**config.mk**
```make
export PLATFORM = sky130hd
export DESIGN_NAME = cache_block_ctrl_flat
export DESIGN_NICKNAME = d
export VERILOG_FILES = /design/src/rtl/cache_block_ctrl_if.sv /design/src/rtl/cache_block_ctrl.sv /design/src/flat_wrapper.sv
export SDC_FILE = /design/constraint.sdc
export NUM_CORES = 1
export LEC_CHECK = 0
export CORE_ASPECT_RATIO = 0.6
export CORE_UTILIZATION = 43
export CTS_BUF_LIST = sky130_fd_sc_hd__clkbuf_4 sky130_fd_sc_hd__clkbuf_8 sky130_fd_sc_hd__clkbuf_16
export DETAILED_ROUTE_END_ITERATION = 10
export PLACE_DENSITY_LB_ADDON = 0.12
export SLEW_MARGIN = 20
export SYNTH_ARGS = -nofsm -noshare
export SYNTH_HDL_FRONTEND = slang
export SYNTH_SLANG_ARGS = --single-unit
```
**constraint.sdc**
```tcl
create_clock -name clk -period 2.18 [get_ports clk]
set_clock_uncertainty 0.1 [all_clocks]
set_input_delay 0.327 -clock clk [delete_from_list [all_inputs] [get_ports clk]]
set_output_delay 0.327 -clock clk [all_outputs]
set_load 0.005 [all_outputs]
```
**src/rtl/cache_block_ctrl_if.sv**
```systemverilog
// -----------------------------------------------------------------------------
// cache_block_ctrl_if
// Bundles every non-clock/reset signal of cache_block_ctrl.
//   master : the environment (CPU side, tag/data arrays, memory) drives
//            req/hit/dirty/mem_ready and observes the controller outputs.
//   slave  : the controller itself.
// Signals:
//   req, hit, dirty, mem_ready             - inputs to the controller
//   mem_rd, mem_wr, victim_rd, cache_write - per-word transfer strobes
//   line_valid_set                         - validate line on last fill word
//   offset [OFFSET_W]                      - word offset within the block
//   cache_hit, done, busy                  - access status
//   hit_cnt, miss_cnt [CNT_W]              - saturating statistics
// -----------------------------------------------------------------------------
interface cache_block_ctrl_if #(
  parameter int OFFSET_W = 2,
  parameter int CNT_W    = 16
);
  logic                req;
  logic                hit;
  logic                dirty;
  logic                mem_ready;
  logic                mem_rd;
  logic                mem_wr;
  logic                victim_rd;
  logic                cache_write;
  logic                line_valid_set;
  logic [OFFSET_W-1:0] offset;
  logic                cache_hit;
  logic                done;
  logic                busy;
  logic [CNT_W-1:0]    hit_cnt;
  logic [CNT_W-1:0]    miss_cnt;

  modport master (
    output req, hit, dirty, mem_ready,
    input  mem_rd, mem_wr, victim_rd, cache_write, line_valid_set,
           offset, cache_hit, done, busy, hit_cnt, miss_cnt
  );

  modport slave (
    input  req, hit, dirty, mem_ready,
    output mem_rd, mem_wr, victim_rd, cache_write, line_valid_set,
           offset, cache_hit, done, busy, hit_cnt, miss_cnt
  );
endinterface

```
**src/rtl/cache_block_ctrl.sv**
```systemverilog
// -----------------------------------------------------------------------------
// cache_block_ctrl
// Direct-mapped cache line controller. On a miss it optionally writes the
// dirty victim block back to memory word by word, then refills the block
// word by word, each word gated by the memory handshake (mem_ready).
// Keeps saturating hit/miss counters.
// Ports:
//   clk  - rising-edge clock
//   rst  - asynchronous active-high reset
//   bus  - cache_block_ctrl_if.slave (request, tag result, memory handshake,
//          array strobes, status and statistics)
// Parameters:
//   OFFSET_W   - word-offset width, block = 2**OFFSET_W words (1..4)
//   WRITE_BACK - 1: write back dirty victim before refill; 0: dirty ignored
//   CNT_W      - statistics counter width
// -----------------------------------------------------------------------------
module cache_block_ctrl #(
  parameter int OFFSET_W   = 2,
  parameter bit WRITE_BACK = 1'b1,
  parameter int CNT_W      = 16
) (
  input  logic             clk,
  input  logic             rst,
  cache_block_ctrl_if.slave bus
);

  localparam logic [2:0] S_IDLE   = 3'd0;
  localparam logic [2:0] S_LOOKUP = 3'd1;
  localparam logic [2:0] S_WB     = 3'd2;
  localparam logic [2:0] S_FILL   = 3'd3;
  localparam logic [2:0] S_DONE   = 3'd4;

  localparam logic [OFFSET_W-1:0] LAST_WORD = '1;
  localparam logic [CNT_W-1:0]    CNT_MAX   = '1;

  logic [2:0]          state_q,    state_d;
  logic [OFFSET_W-1:0] cnt_q,      cnt_d;
  logic [CNT_W-1:0]    hit_cnt_q,  hit_cnt_d;
  logic [CNT_W-1:0]    miss_cnt_q, miss_cnt_d;

  logic last_word;
  assign last_word = (cnt_q == LAST_WORD);

  // Next-state and counter logic.
  always_comb begin
    // NOTE: every variable gets a default before the case so no path
    // leaves it unassigned, which would infer a latch.
    state_d    = state_q;
    cnt_d      = cnt_q;
    hit_cnt_d  = hit_cnt_q;
    miss_cnt_d = miss_cnt_q;

    case (state_q)
      S_IDLE: begin
        if (bus.req) state_d = S_LOOKUP;
      end

      S_LOOKUP: begin
        cnt_d = '0;
        if (bus.hit) begin
          state_d = S_DONE;
          if (hit_cnt_q != CNT_MAX) hit_cnt_d = hit_cnt_q + 1'b1;
        end else begin
          if (miss_cnt_q != CNT_MAX) miss_cnt_d = miss_cnt_q + 1'b1;
          state_d = (WRITE_BACK && bus.dirty) ? S_WB : S_FILL;
        end
      end

      S_WB: begin
        if (bus.mem_ready) begin
          // Increment wraps to 0 on the last word, ready for the fill.
          cnt_d = cnt_q + 1'b1;
          if (last_word) state_d = S_FILL;
        end
      end

      S_FILL: begin
        if (bus.mem_ready) begin
          cnt_d = cnt_q + 1'b1;
          if (last_word) state_d = S_DONE;
        end
      end

      S_DONE: begin
        state_d = S_IDLE;
      end

      default: begin
        state_d = S_IDLE;
        cnt_d   = '0;
      end
    endcase
  end

  // NOTE: sequential state uses non-blocking assignments so every flop
  // samples the pre-edge value of the others.
  always_ff @(posedge clk or posedge rst) begin
    if (rst) begin
      state_q    <= S_IDLE;
      cnt_q      <= '0;
      hit_cnt_q  <= '0;
      miss_cnt_q <= '0;
    end else begin
      state_q    <= state_d;
      cnt_q      <= cnt_d;
      hit_cnt_q  <= hit_cnt_d;
      miss_cnt_q <= miss_cnt_d;
    end
  end

  // Outputs decode the registered state, so an asynchronous reset clears
  // them immediately and an abandoned transfer issues no further strobes.
  always_comb begin
    bus.busy           = (state_q != S_IDLE);
    bus.mem_wr         = (state_q == S_WB);
    bus.victim_rd      = (state_q == S_WB);
    bus.mem_rd         = (state_q == S_FILL);
    bus.cache_write    = (state_q == S_FILL) && bus.mem_ready;
    bus.line_valid_set = (state_q == S_FILL) && bus.mem_ready && last_word;
    bus.cache_hit      = (state_q == S_LOOKUP) && bus.hit;
    bus.done           = (state_q == S_DONE);
    bus.offset         = cnt_q;
    bus.hit_cnt        = hit_cnt_q;
    bus.miss_cnt       = miss_cnt_q;
  end

endmodule

```
**src/flat_wrapper.sv**
```systemverilog
// flat-port wrapper written by rule: the top's interface ports become plain ports
module cache_block_ctrl_flat 
#(
  parameter int OFFSET_W   = 2,
  parameter bit WRITE_BACK = 1'b1,
  parameter int CNT_W      = 16
)
  (clk, rst, bus_req, bus_hit, bus_dirty, bus_mem_ready, bus_mem_rd, bus_mem_wr, bus_victim_rd, bus_cache_write, bus_line_valid_set, bus_offset, bus_cache_hit, bus_done, bus_busy, bus_hit_cnt, bus_miss_cnt);
  cache_block_ctrl_if #(.OFFSET_W(OFFSET_W), .CNT_W(CNT_W)) bus_i ();
  input  logic clk;
  input  logic rst;
  input wire logic [$bits(bus_i.req)-1:0] bus_req;
  input wire logic [$bits(bus_i.hit)-1:0] bus_hit;
  input wire logic [$bits(bus_i.dirty)-1:0] bus_dirty;
  input wire logic [$bits(bus_i.mem_ready)-1:0] bus_mem_ready;
  output wire logic [$bits(bus_i.mem_rd)-1:0] bus_mem_rd;
  output wire logic [$bits(bus_i.mem_wr)-1:0] bus_mem_wr;
  output wire logic [$bits(bus_i.victim_rd)-1:0] bus_victim_rd;
  output wire logic [$bits(bus_i.cache_write)-1:0] bus_cache_write;
  output wire logic [$bits(bus_i.line_valid_set)-1:0] bus_line_valid_set;
  output wire logic [$bits(bus_i.offset)-1:0] bus_offset;
  output wire logic [$bits(bus_i.cache_hit)-1:0] bus_cache_hit;
  output wire logic [$bits(bus_i.done)-1:0] bus_done;
  output wire logic [$bits(bus_i.busy)-1:0] bus_busy;
  output wire logic [$bits(bus_i.hit_cnt)-1:0] bus_hit_cnt;
  output wire logic [$bits(bus_i.miss_cnt)-1:0] bus_miss_cnt;
  assign bus_i.req = bus_req;
  assign bus_i.hit = bus_hit;
  assign bus_i.dirty = bus_dirty;
  assign bus_i.mem_ready = bus_mem_ready;
  assign bus_mem_rd = bus_i.mem_rd;
  assign bus_mem_wr = bus_i.mem_wr;
  assign bus_victim_rd = bus_i.victim_rd;
  assign bus_cache_write = bus_i.cache_write;
  assign bus_line_valid_set = bus_i.line_valid_set;
  assign bus_offset = bus_i.offset;
  assign bus_cache_hit = bus_i.cache_hit;
  assign bus_done = bus_i.done;
  assign bus_busy = bus_i.busy;
  assign bus_hit_cnt = bus_i.hit_cnt;
  assign bus_miss_cnt = bus_i.miss_cnt;
  cache_block_ctrl #(.OFFSET_W(OFFSET_W), .WRITE_BACK(WRITE_BACK), .CNT_W(CNT_W)) u_core (.clk(clk), .rst(rst), .bus(bus_i));
endmodule
```
* Word-level counts from Yosys, hierarchy flattened *
Cells that the tools add are included.

cells by class
  equality and inequality tests = 13
  reductions and logical operators = 11
  $add $sub $neg = 3
  bitwise gates (word level) = 2
  muxes and demuxes = 10

operator list
  kind                                                                   count
  16-bit by 1-bit adder with 16-bit output, second input constant        2
  16-bit != test, second input constant                                  2
  3-bit 2-to-1 mux                                                       6
  3-bit case mux with 4 select lines                                     1
  3-bit by 2-bit equality test with 1-bit output, second input constant  2
  2-bit by 1-bit != test with 1-bit output, second input constant        3
  2-bit != test, second input constant                                   3
  3-bit AND reduction                                                    2
  5-bit AND reduction                                                    1
  2-bit case mux with 2 select lines                                     1
  2-bit OR reduction                                                     2
  3-bit by 1-bit equality test with 1-bit output, second input constant  1
  3-bit equality test, second input constant                             1
  1-bit logical AND                                                      3
  3-bit logical NOT                                                      1
  3-bit nonzero test                                                     1
  2-bit by 1-bit adder with 2-bit output, second input constant          1
  2-bit equality test, second input constant                             1
  2-bit 2-to-1 mux                                                       1
  1-bit inverter                                                         2
  2-bit AND reduction                                                    1
  1-bit 2-to-1 mux                                                       1

storage, ports and cells
  output and inout port bits = 42
  word-level logic and storage cells = 43
  bits of input ports = 6
  bits in registers = 37

* Depth between registers and ports, before layout *
  depth in word-level cells = 4
  gate-level depth with buffers = 7

* Least setup slack after synthesis *
OpenSTA, ideal clock, no wires.

  kind = reg2reg
  start point = register u_core.state_q[1]
  end point = register u_core.miss_cnt_q[14], in the netlist u_core.bus.miss_cnt[14]
  required time = 2.000 ns
  data arrival time = 1.775 ns
  clock period less this slack = 1.955 ns
  stages on the path, launching flop included = 6
  setup slack = 0.225 ns
  cells stage by stage = dfrtp_1 or4b_4 or2_1 buf_6 nor4b_2 xnor2_1

between the ends
  longest elaborated chain between the ends = 2

RTL lines
  item                                            RTL line                 text
  start: declaration                              cache_block_ctrl.sv:36   logic [2:0] state_q, state_d;
  start signal: assignment                        cache_block_ctrl.sv:104  state_q <= state_d;
  3-bit by 1-bit equality test with 1-bit output  cache_block_ctrl.sv:53   case (state_q)
  3-bit AND reduction (no line)                   -
  end signal: assignment                          cache_block_ctrl.sv:107  miss_cnt_q <= miss_cnt_d;
  end: declaration                                cache_block_ctrl.sv:39   logic [CNT_W-1:0] miss_cnt_q, miss_cnt_d;

No other way between the ends.
A chain may end at the register's enable or synchronous reset.

* Final worst setup path *
  start point = register u_core.state_q[0]
  end point = output bus_done

between the ends
  longest elaborated chain between the ends = 1

RTL lines
  item                 RTL line                 text
  3-bit equality test  cache_block_ctrl.sv:121  bus.done = (state_q == S_DONE);
  end: declaration     flat_wrapper.sv:23       output wire logic [$bits(bus_i.done)-1:0] bus_done;

No other way between the ends.

==> Flow_metrics.wiki <==
{| class="wikitable"
! Metric !! Value
|-
| Critical path data required time || 1750 ps
|-
| List of cells traversed by the critical path || buf_4 -> nor2_2 -> and2_1 -> clkdlybuf4s50_1
|-
| Clock-pin slew reported for the worst setup and hold paths after clock tree synthesis || 70 ps
|-
| Worst hold path class || in2async
|-
| Count of warnings emitted by yosys || 0
|-
| Fin crit period || 2090 ps
|-
| Initial standard-cell utilization of the core || 0.456
|-
| Clock tree root driver cell || sky130_fd_sc_hd__clkbuf_8
|-
| Die Outline Area || 4700 um2
|-
| Area of the mapped netlist || 1900 um2
|-
| TritonCTS clock tree || done
|-
| WL/cell || 15.3 um
|-
| Total power of the final layout || 2.27 mW
|-
| Worst vdd rail ir drop || 0.543 mV
|-
| Residual antenna-violating net count after detailed routing || 0
|-
| Drt first pass iters || 4
|-
| Wire length after detailed routing || 4570 um
|-
| # IOs || 48
|-
| Input/output buffers || 47
|-
| Post-synth EDFFs || 0
|-
| Max clock buf depth || 2
|-
| Worst-Skew Late Latency || 280 ps
|-
| Yosys cell types || 38
|-
| Hold bufs inserted after CTS || 0
|-
| Static Leakage || 1.23 nW
|-
| Leading register cell type out of synthesis || sky130_fd_sc_hd__dfrtp_1
|-
| Total power per unit cell area || 853 nW/um2
|-
| Via Count || 1581
|-
| RR Endpoint || u_core.bus.miss_cnt[14]$_DFFE_PP0P_
|-
| Element type at the critical path start || flop
|-
| Worst path arrival time || 1660 ps
|-
| Clock sink count || 37
|-
| HPWL after detailed placement || 3350 um
|-
| Delay contributed by the slowest stage of the critical path || 490 ps
|-
| Area growth syn-to-layout || 40.3%
|-
| Number of clock buffers inserted by TritonCTS || 5
|-
| Largest net degree at the start of global routing || 38
|-
| Measured slew at the worst slew-check pin || 472 ps
|-
| Worst slew slack as a fraction of its limit || 0.685
|-
| Post-route core utilization || 0.640
|-
| Die span in y || 53.5 um
|-
| MaxCap Viol Count || 0
|-
| Max Freq || 478 MHz
|-
| Count of nets after finishing || 247
|-
| Filler cells || 352
|-
| Kind of capture point of the worst setup path || output pin
|-
| First-pass GRT wire length || 7480 um
|-
| Share of cells above drive strength 1 || 0.159
|-
| Post-Layout Cell Count || 299
|-
| Count of mapped cells out of synthesis || 174
|-
| Register-to-Register Path Depth || 4
|-
| Critical Setup Path Class || reg2out
|-
| Combined buffer and inverter count along the critical path || 2
|-
| Most instantiated library cell after synthesis || sky130_fd_sc_hd__dfrtp_1
|-
| Portion of synthesized cell area occupied by the leading cell type || 0.487
|-
| Count of final hold-check violations || 0
|-
| Width of the die || 87.8 um
|-
| Mean instance size in the synthesized netlist || 10.9 um2
|-
| Number of global-route vias before repair || 1491
|-
| Number of nets produced by synthesis || 183
|-
| Post-synthesis register bit count || 37
|-
| Routability congestion estimate from global placement || 0.799
|-
| GRT Util Overall || 0.220
|-
| Flop-to-flop setup slack || 160 ps
|-
| Worst Hold Slack || 337 ps
|-
| Placed instance count || 289
|-
| Number of antenna violations at the first check in global routing || 0
|-
| Core Region || 4170 um2
|-
| Top delay family on crit path || buffers and inverters
|-
| Worst Path Max Fanout || 9
|-
| H-tree depth reported by CTS || 2
|-
| Placement row count || 18
|-
| Unrepaired setup endpoints after global routing || yes
|-
| Final number of max-transition violations || 0
|-
| Setup TNS || 0 ps
|-
| Routed vias/inst || 5.29
|-
| Final routed DRC violation total || 0
|-
| Launch point of the worst reg-to-reg path || u_core.state_q[1]$_DFFE_PP0P_
|-
| Number of inserted diodes || 0
|-
| Synth top area cells || sky130_fd_sc_hd__dfrtp_1, sky130_fd_sc_hd__xor2_1, sky130_fd_sc_hd__nand4_1
|-
| Global route total overflow || 0
|-
| Setup violators final || 0
|-
| Async set or reset register ratio after synthesis || 1.00
|-
| Status || finished, final reports clean
|-
| Dominant cell type by area after synthesis || sky130_fd_sc_hd__dfrtp_1
|-
| Ratio of final minimum period to clock period || 0.959
|-
| Iter 0 DRT Violations || 100
|-
| Commonest cells in the synthesized netlist || sky130_fd_sc_hd__dfrtp_1, sky130_fd_sc_hd__xor2_1, sky130_fd_sc_hd__nor3_1
|-
| Critical-path top delay cell || sky130_fd_sc_hd__clkdlybuf4s50_1
|-
| Proportion of synthesized chip area in sequential cells || 0.487
|}
through the flow:
| stage | setup WS, ps | area (um2) |
|---|---|---|
| 5_1_grt | -12.4 | 2670 |
| 2_1_floorplan | 225 | 1900 |
| 4_1_cts | 15.0 | 2630 |
| 3_3_place_gp | -52.7 | 2510 |
| 3_5_place_dp | -97.9 | 2510 |
| 6_report | 89.8 | 2670 |
routing by layer:
metal,track usage,routed length (um)
met4,0.0656,14
met1,0.336,2470
met2,0.296,1810
met3,0.0593,277
met5,0,0
how the worst max path moves through the flow:
stage	from	end	slack, ps	cells after the start
6_report	u_core.state_q[0]$_DFFE_PP0P_	bus_done	90	4
5_1_grt	u_core.state_q[1]$_DFFE_PP0P_	u_core.bus.miss_cnt[15]$_DFFE_PP0P_	-10	5
4_1_cts	u_core.state_q[2]$_DFFE_PP0P_	bus_line_valid_set	10	4
3_5_place_dp	bus_hit	u_core.bus.miss_cnt[14]$_DFFE_PP0P_	-100	5
3_3_place_gp	bus_hit	u_core.bus.miss_cnt[14]$_DFFE_PP0P_	-50	5
2_1_floorplan	u_core.state_q[1]$_DFFE_PP0P_	u_core.bus.miss_cnt[14]$_DFFE_PP0P_	220	5
flip-flops by register name, indices dropped and copies added (netlist names):
name	flops
u_core.bus.offset	2
u_core.bus.miss_cnt	16
u_core.bus.hit_cnt	16
u_core.state_q	3
logic make-up (layout without fill, tap and decap cells):
logic type	Yosys count	in the layout	synth area share
multiplexers	4	4	0.0237
AO/OA/AOI/OAI	9	9	0.0382
buffers and inverters	10	75	0.0257
flip-flops	37	37	0.487
XOR/XNOR	30	30	0.138
AND/OR/NAND/NOR	81	81	0.267
adder cells (fa/ha/maj)	3	3	0.0198
repair_timing:
| item | 4_1_cts | 5_1_grt |
|---|---|---|
| setup endpoints to repair | 5 | 5 |
| buffers inserted | 0 | 2 |
| gates cloned | 0 | 0 |
| resized for setup | 4 | 5 |
area by class of cell:
| cell class | instances | area (um2) | area share |
|---|---|---|---|
| multi-input cells | 127 | 953 | 0.358 |
| flip-flops and latches | 37 | 928 | 0.348 |
| repair buffers | 62 | 588 | 0.221 |
| clock buffers | 7 | 96.3 | 0.0362 |
| well taps | 60 | 75.1 | 0.0282 |
| inverters | 5 | 18.8 | 0.00704 |
| clock inverters | 1 | 5.00 | 0.00188 |
cell usage in the layout (no fill, tap or decap), types with 2 or more instances in the layout:
cell type	Yosys	layout
sky130_fd_sc_hd__o211ai_1	2	2
sky130_fd_sc_hd__nor3b_1	3	3
sky130_fd_sc_hd__nor2_1	9	8
sky130_fd_sc_hd__ha_1	3	3
sky130_fd_sc_hd__nor4b_1	3	3
sky130_fd_sc_hd__nor3_1	11	11
sky130_fd_sc_hd__buf_4	1	15
sky130_fd_sc_hd__dlymetal6s2s_1	0	2
sky130_fd_sc_hd__xnor2_1	5	5
sky130_fd_sc_hd__nor4_1	8	8
sky130_fd_sc_hd__dfrtp_2	0	2
sky130_fd_sc_hd__and4_1	4	4
sky130_fd_sc_hd__and3_1	2	2
sky130_fd_sc_hd__nand2_1	7	7
sky130_fd_sc_hd__and2_1	3	3
sky130_fd_sc_hd__clkbuf_8	0	7
sky130_fd_sc_hd__clkdlybuf4s50_1	0	45
sky130_fd_sc_hd__nand3_1	10	10
sky130_fd_sc_hd__inv_1	4	4
sky130_fd_sc_hd__xor2_1	25	25
sky130_fd_sc_hd__mux2_2	3	3
sky130_fd_sc_hd__nand4_1	9	9
sky130_fd_sc_hd__or3_1	3	3
sky130_fd_sc_hd__dfrtp_1	37	35
sky130_fd_sc_hd__a22o_1	2	2
worst reg2reg max path, delay by kind of cell (launching register included):
kind | cells | cell delay (ps)
XOR/XNOR | 1 | 150
AND/OR/NAND/NOR | 3 | 1250
flip-flops | 1 | 460
power by group:
group          internal, mW  switching (mW)
Sequential            0.798           0.161
Combinational         0.507           0.288
Clock                 0.286           0.233
No activity file was read; power rests on OpenSTA's default activity.
